==> src/rtl/mmio_master.sv <==
// CPU-side MMIO bus master: one access at a time, lane steering, error responses.
// Optional MMIO_MASTER_TIMEOUT_EN bounds how long a claimed access may wait for mmio_done.
module mmio_master #(
    parameter int unsigned TIMEOUT_CYCLES = 255
) (
    input  logic        sys_clk,
    input  logic        rst,
    input  logic        req_valid,
    input  logic        req_write,
    input  logic [31:0] req_addr,
    input  logic [31:0] req_wdata,
    input  logic [1:0]  req_size,
    input  logic        req_signed,
    output logic        req_ready,
    output logic        resp_valid,
    output logic        resp_err,
    output logic [31:0] resp_rdata,
    output logic        mmio_read,
    output logic        mmio_write,
    output logic [31:0] mmio_addr,
    output logic [31:0] mmio_write_data,
    input  logic        mmio_work,
    input  logic        mmio_done,
    input  logic [31:0] mmio_read_data
);

    typedef enum logic [1:0] {
        IDLE = 2'd0,
        BUSY = 2'd1,
        RESP = 2'd2
    } state_t;

    state_t      r_state;
    logic [1:0]  r_addr_lo;
    logic [1:0]  r_size;
    logic        r_signed;
    logic        r_first;
    logic        w_illegal;
    logic        w_timeout;
    logic [31:0] w_store_data;
    logic [31:0] w_load_data;

    function automatic logic f_illegal(input logic [1:0] size, input logic [1:0] lo);
        logic bad;
        case (size)
            2'b00:   bad = 1'b0;
            2'b01:   bad = lo[0];
            2'b10:   bad = (lo != 2'b00);
            default: bad = 1'b1;
        endcase
        return bad;
    endfunction

    function automatic logic [31:0] f_store_lanes(input logic [1:0] size, input logic [31:0] wdata);
        logic [31:0] res;
        case (size)
            2'b00:   res = {4{wdata[7:0]}};
            2'b01:   res = {2{wdata[15:0]}};
            default: res = wdata;
        endcase
        return res;
    endfunction

    function automatic logic [31:0] f_load_lane(input logic [1:0] size, input logic [1:0] lo,
                                                input logic sgn, input logic [31:0] data);
        logic [7:0]  b;
        logic [15:0] h;
        logic [31:0] res;
        b = data[{lo, 3'b000} +: 8];
        h = data[{lo[1], 4'b0000} +: 16];
        case (size)
            2'b00:   res = {{24{sgn & b[7]}}, b};
            2'b01:   res = {{16{sgn & h[15]}}, h};
            default: res = data;
        endcase
        return res;
    endfunction

    assign w_illegal    = f_illegal(req_size, req_addr[1:0]);
    assign w_store_data = f_store_lanes(req_size, req_wdata);
    assign w_load_data  = f_load_lane(r_size, r_addr_lo, r_signed, mmio_read_data);
    assign req_ready    = (r_state == IDLE);

`ifdef MMIO_MASTER_TIMEOUT_EN
    localparam int unsigned CNT_W = (TIMEOUT_CYCLES > 1) ? $clog2(TIMEOUT_CYCLES + 1) : 1;
    logic [CNT_W-1:0] r_cnt;
    // The counter holds the number of completed BUSY cycles, so reaching the limit ends this cycle.
    assign w_timeout = (r_cnt >= CNT_W'(TIMEOUT_CYCLES - 1));
`else
    assign w_timeout = 1'b0;
`endif

    // Access sequencer: IDLE accepts, BUSY holds the strobe until done/no-claim/timeout, RESP pulses.
    always_ff @(posedge sys_clk or posedge rst) begin
        if (rst) begin
            r_state         <= IDLE;
            r_addr_lo       <= 2'b00;
            r_size          <= 2'b00;
            r_signed        <= 1'b0;
            r_first         <= 1'b0;
            mmio_read       <= 1'b0;
            mmio_write      <= 1'b0;
            mmio_addr       <= 32'h0000_0000;
            mmio_write_data <= 32'h0000_0000;
            resp_valid      <= 1'b0;
            resp_err        <= 1'b0;
            resp_rdata      <= 32'h0000_0000;
`ifdef MMIO_MASTER_TIMEOUT_EN
            r_cnt           <= {CNT_W{1'b0}};
`endif
        end else begin
            resp_valid <= 1'b0;
            resp_err   <= 1'b0;
            resp_rdata <= 32'h0000_0000;
            case (r_state)
                IDLE: begin
                    if (req_valid) begin
                        if (w_illegal) begin
                            r_state    <= RESP;
                            resp_valid <= 1'b1;
                            resp_err   <= 1'b1;
                        end else begin
                            r_state         <= BUSY;
                            mmio_read       <= ~req_write;
                            mmio_write      <= req_write;
                            mmio_addr       <= {req_addr[31:2], 2'b00};
                            mmio_write_data <= w_store_data;
                            r_addr_lo       <= req_addr[1:0];
                            r_size          <= req_size;
                            r_signed        <= req_signed;
                            r_first         <= 1'b1;
`ifdef MMIO_MASTER_TIMEOUT_EN
                            r_cnt           <= {CNT_W{1'b0}};
`endif
                        end
                    end
                end
                BUSY: begin
                    r_first <= 1'b0;
                    if (mmio_done) begin
                        r_state    <= RESP;
                        mmio_read  <= 1'b0;
                        mmio_write <= 1'b0;
                        resp_valid <= 1'b1;
                        resp_rdata <= mmio_write ? 32'h0000_0000 : w_load_data;
                    end else if ((r_first && !mmio_work) || w_timeout) begin
                        r_state    <= RESP;
                        mmio_read  <= 1'b0;
                        mmio_write <= 1'b0;
                        resp_valid <= 1'b1;
                        resp_err   <= 1'b1;
                    end else begin
`ifdef MMIO_MASTER_TIMEOUT_EN
                        r_cnt <= r_cnt + CNT_W'(1);
`endif
                    end
                end
                RESP: begin
                    r_state <= IDLE;
                end
                default: begin
                    r_state    <= IDLE;
                    mmio_read  <= 1'b0;
                    mmio_write <= 1'b0;
                end
            endcase
        end
    end

endmodule

==> config.mk <==
export PLATFORM = sky130hd
export DESIGN_NAME = mmio_master
export DESIGN_NICKNAME = d
export VERILOG_FILES = /design/src/rtl/mmio_master.sv
export SDC_FILE = /design/constraint.sdc
export NUM_CORES = 1
export LEC_CHECK = 0
export ABC_CLOCK_PERIOD_IN_PS = 3300
export CAP_MARGIN = 5
export CORE_ASPECT_RATIO = 0.75
export CORE_UTILIZATION = 39
export DETAILED_ROUTE_END_ITERATION = 8
export HOLD_SLACK_MARGIN = 0.05
export MAX_ROUTING_LAYER = met4
export PLACE_DENSITY_LB_ADDON = 0.25
export SLEW_MARGIN = 20
export SYNTH_ARGS = -nofsm -noshare
export SYNTH_HDL_FRONTEND = slang
export SYNTH_SLANG_ARGS = --single-unit
export TNS_END_PERCENT = 100
==> constraint.sdc <==
create_clock -name sys_clk -period 3.3 [get_ports sys_clk]
set_input_delay 0.66 -clock sys_clk [delete_from_list [all_inputs] [get_ports sys_clk]]
set_output_delay 0.66 -clock sys_clk [all_outputs]
set_load 0.05 [all_outputs]
; After elaboration in Yosys (flattened, before gate mapping)
; Cells that the tools add are included.
[classes]
n_mul = 0
n_lt_le_gt_ge = 0
n_shift = 2
bitwise_logic = 5
div_mod_pow = 0
addsub = 0
reduce_logical = 11
eq_ne = 8
n_mux = 29
[ops]
columns = operator, n
row1 = $pmux W32 S2, 2
row2 = $mux W32, 3
row3 = $shiftx A32 B6 Y16, 1
row4 = $shiftx A32 B6 Y8, 1
row5 = $mux W1, 13
row6 = $pmux W1 S3, 3
row7 = $mux W2, 4
row8 = $eq A2 B1 Y1 const B, 3
row9 = $logic_not A2 Y1, 3
row10 = $pmux W1 S2, 3
row11 = $reduce_and A3 Y1, 2
row12 = $eq A2 B2 Y1 const B, 2
row13 = $ne A2 B2 Y1 const B, 2
row14 = $pmux W2 S2, 1
row15 = $reduce_and A4 Y1, 1
row16 = $reduce_bool A2 Y1, 2
row17 = $ne A3 B3 Y1 const B, 1
row18 = $not A1 Y1, 3
row19 = $and A1 B1 Y1, 2
row20 = $reduce_and A2 Y1, 1
row21 = $logic_and A1 B1 Y1, 1
row22 = $logic_not A1 Y1, 1
[totals]
romBits = 0
ramBits = 0
register_bits = 106
inputBits = 105
out_inout_bits = 101
memories = 0
latchBits = 0
wordCells = 67

; Logic depth before layout (Yosys ltp)
[logic_depth]
depth_word = 6
mapped_depth = 6
ltp_nobuf = 3

; Least setup slack after synthesis
; OpenSTA, ideal clock, no wires.
[synth_path]
kind = input-to-reg
start = input req_size[1]
end = register mmio_addr[24]
path_buffers = 3
required_ps = 3175
cell_stages = 6
setup_time_ps = 125
setup_slack_ps = 1365
t_arrival_ps = 1810
path_cell_list = buf_2 -> a21oi_2 -> o21a_2 -> buf_6 -> buf_6 -> mux2_4
[synth_via]
elab_chain_cells = 4
elab_cells_between_ends = 6
classes_between = eq/ne (2) / mux (1) / bitwise (1) / reduce/logical (2)
[synth_rtl]
columns = item, line
row1 = "start, declared", 12  ; input logic [1:0] req_size,
row2 = "$eq A2 B2 Y1, or another cell as far along", 45  ; case (size)
row3 = $pmux W1 S3 *, 45
row4 = $not A1 Y1 (no source line) *, --
row5 = $reduce_and A3 Y1 (no source line) *, --
row6 = "end signal, assigned", 126  ; mmio_addr <= {req_addr[31:2], 2'b00};
row7 = "end, declared", 20  ; output logic [31:0] mmio_addr,
; Every way passes the cells marked *; elsewhere a longest branch is shown, timed or not.
; A chain may end at the register's enable or synchronous reset.

; Worst setup path after layout
[layout_path]
start = register r_state[1]
end = output req_ready
[layout_via]
elab_chain_cells = 1
[layout_rtl]
columns = item, line
row1 = "start, declared", 33  ; state_t r_state;
row2 = "start signal, assigned", 96  ; r_state <= IDLE;
row3 = "start signal, assigned", 119  ; r_state <= RESP;
row4 = "start signal, assigned", 123  ; r_state <= BUSY;
row5 = $logic_not A2 Y1, 82  ; assign req_ready = (r_state == IDLE);
row6 = "end, declared", 14  ; output logic req_ready,
; No other way between the ends.

==> flow_metrics.env <==
export IMPL_status="complete, no violations"
export IMPL_io_pins=206
export IMPL_via_count=3852
export IMPL_cp_slowest_cell="clkdlybuf4s50_1"
export IMPL_cts_repair_resized=0
export IMPL_final_util_pct=60.4
export IMPL_grt_pass1_vias=4033
export IMPL_grt_max_degree=107
export IMPL_cts_setup_buffers=0
export IMPL_fin_area_sq_um=7540
export IMPL_pre_cts_ws_ns=0.588
export IMPL_vdd_ir_drop_max_uv=577
export IMPL_die_w_microns=134
export IMPL_crit_fanout=10
export IMPL_crit_required_ns=2.64
export IMPL_die_area_sq_um=13500
export IMPL_grtUsageTotal_pct=20.6
export IMPL_crit_arrival_ns=1.78
export IMPL_ff2ff_setup_slack_ns=1.16
export IMPL_crit_type="reg -> out"
export IMPL_max_freq_mhz=409
export IMPL_hold_path_cell_count=1
export IMPL_ant_nets=0
export IMPL_diodes=0
export IMPL_clk_pin_slew_ns=0.07
export IMPL_crit_chain="nor2_1, clkdlybuf4s50_1"
export IMPL_setup_tns_ns=0
export IMPL_cts_sinks=106
export IMPL_placed_cells=747
export IMPL_fin_ws_ns=0.856
export IMPL_finalSetupViolations=0
export IMPL_timing_final_crit_period_ns=2.44
export IMPL_rsz0062_at_grt="false"
export IMPL_slew_headroom_pct=51.6
export IMPL_r2r_cells=3
export IMPL_hold_end="mmio_addr[6]"
export IMPL_hold_buffers=0
export IMPL_holdWs_ns=0.485
export IMPL_cp_startpoint="r_state[1]"
export IMPL_slew_violations=0
export IMPL_hpwl_mm=9.67
export IMPL_grt_ovfl_total=0
export IMPL_crit_buf_inv=1
export IMPL_h_tree_depth=3
export IMPL_viasPerCell=5.05
export IMPL_layoutNonFillerInstCount=763
export IMPL_cts_made_buffers=9
export IMPL_async_reset_ff_share_pct=100
export IMPL_clk_latency_ns=0.33
export IMPL_synth_flop_cell="dfrtp_1"
export IMPL_yosys_register_bits=106
export IMPL_drtPass1Iterations=4
export IMPL_hp_class="reg -> reg"
export IMPL_postPlaceCellArea_sq_um=7260
export IMPL_grt_pass1_wl_mm=20.8
export IMPL_areaGrowthSynthToFinish_pct=48.8
export IMPL_gp_congestion=0.783
export IMPL_fillers=1029
export IMPL_powerDensity_nw_per_um2=816
export IMPL_coreArea_sq_um=12500
export IMPL_routed_wl_mm=13.1
export IMPL_synth_area_per_cell_sq_um=12.8
export IMPL_r2r_end="resp_rdata[16]"
export IMPL_portBuffers=203
export IMPL_nNetsFinal=697
export IMPL_min_from="mmio_addr[6]"
export IMPL_drc=0
export IMPL_maxCapViolations=0
export IMPL_p_total_mw=6.15
export IMPL_startpoint_type="register"
export IMPL_synth_seq_area_share_pct=52.4
export IMPL_worst_slew_pin_slew_ns=0.724
export IMPL_yosysWarningCount=0
export IMPL_cts_tree="yes"
export IMPL_slowest_delay_ns=0.82
export IMPL_synth_area_sq_um=5070
export IMPL_clock_skew_ns=0.00697
export IMPL_min_period_over_period_pct=74.1
export IMPL_p_leak_nw=3.13
export IMPL_clk_path_buf_depth=2
export IMPL_synth_edf_count=0
export IMPL_clockRootBuffer="clkbuf_16"
export IMPL_wl_per_cell_microns=17.2
export IMPL_start_util_pct=40.6
export IMPL_antenna_found_initial=0
export IMPL_cp_top_family="buffers and inverters"
export IMPL_ys_types=43
export IMPL_die_y_microns=101
export IMPL_drt_iter0_drc=148
export IMPL_r2r_start="r_state[1]"
export IMPL_num_rows=35
export IMPL_end_kind="output pin"
export IMPL_drive_gt1_share_pct=13.4
export IMPL_hold_violations=0
export IMPL_syn_inst=397
[synthesized netlist by cell type, types with 2 or more instances]
master | number | area share [%]
o211ai_1 | 2 | 0.30
buf_4 | 3 | 0.44
buf_1 | 2 | 0.15
nand2b_1 | 6 | 0.74
o21ai_1 | 20 | 2.0
dfrtp_1 | 106 | 52
and4b_1 | 6 | 1.2
clkbuf_1 | 9 | 0.67
o31ai_1 | 2 | 0.30
mux2_1 | 47 | 10
nor3b_1 | 8 | 1.2
mux2i_1 | 15 | 3.0
nand3b_1 | 2 | 0.30
nor2_1 | 10 | 0.74
inv_1 | 7 | 0.52
nand3_1 | 19 | 1.9
mux2_2 | 17 | 3.8
a21oi_1 | 15 | 1.5
nor2b_1 | 6 | 0.74
buf_2 | 12 | 1.2
o221ai_1 | 7 | 1.2
mux2_4 | 28 | 8.3
o21ai_0 | 15 | 1.5
o31a_1 | 2 | 0.35
nand2_1 | 9 | 0.67
buf_6 | 4 | 0.89
or3b_1 | 2 | 0.35
[logic make-up (layout without fill, tap and decap cells)]
logic type	after synthesis	after routing	share of synthesized area (%)
mux	108	108	25.9
flops	106	106	52.4
simple gates	76	76	9.44
compound gates	68	68	8.27
buf+inv	38	237	3.93
other cells	1	2	0.0740
[cell type report]
type	instances	area, sq um	area share, %
Clock buffer	11	243	3.22
Clock inverter	5	30.0	0.398
Inverter	8	33.8	0.448
Multi-Input combinational cell	254	2220	29.5
Sequential cell	106	2650	35.2
Tap cell	166	208	2.76
Timing Repair Buffer	213	2140	28.5
[state kept, by name, indices dropped and copies added, names as in the netlist]
register         count
resp_valid           1
r_first              1
resp_rdata          32
r_addr_lo            2
mmio_read            1
r_state              2
r_signed             1
r_size               2
mmio_write_data     32
mmio_addr           30
resp_err             1
mmio_write           1
[layout by cell type (no fill, tap or decap), types with 10 or more instances in the layout]
cell             netlist  routed
a21oi_1               15      15
clkdlybuf4s50_1        0     203
dfrtp_1              106     106
mux2_1                47      47
mux2_2                17      17
mux2_4                28      28
mux2i_1               15      15
nand3_1               19      19
nor2_1                10      10
o21ai_0               15      15
o21ai_1               20      20
[per-layer routing]
metal | vias to the layer above | GRT usage, % | share of wire, % | wire, microns
li1 | 1815 | - | - | -
met1 | 1892 | 26.7 | 45 | 5850
met2 | 133 | 32.9 | 48 | 6340
met3 | 12 | 4.68 | 5.9 | 769
met4 | 0 | 4.81 | 1.0 | 131
met5 | - | - | 0 | 0
[worst max-delay path by stage]
stage	cells past startpoint	slack [ns]	endpoint
after floorplan	1	1.37	mmio_addr[10]
final	2	0.86	req_ready
after CTS	2	0.82	req_ready
after global placement	6	0.66	mmio_addr[7]
after global routing	4	0.72	resp_rdata[28]
after detailed placement	6	0.59	mmio_addr[2]
[report_power, final]
part	switching (mW)	leakage, nW	internal [mW]	total, mW
registers	0.281	1.32	1.69	1.97
logic	1.96	1.68	1.23	3.19
clock network	0.465	0.131	0.529	0.994
No activity file was read; power rests on OpenSTA's default activity.
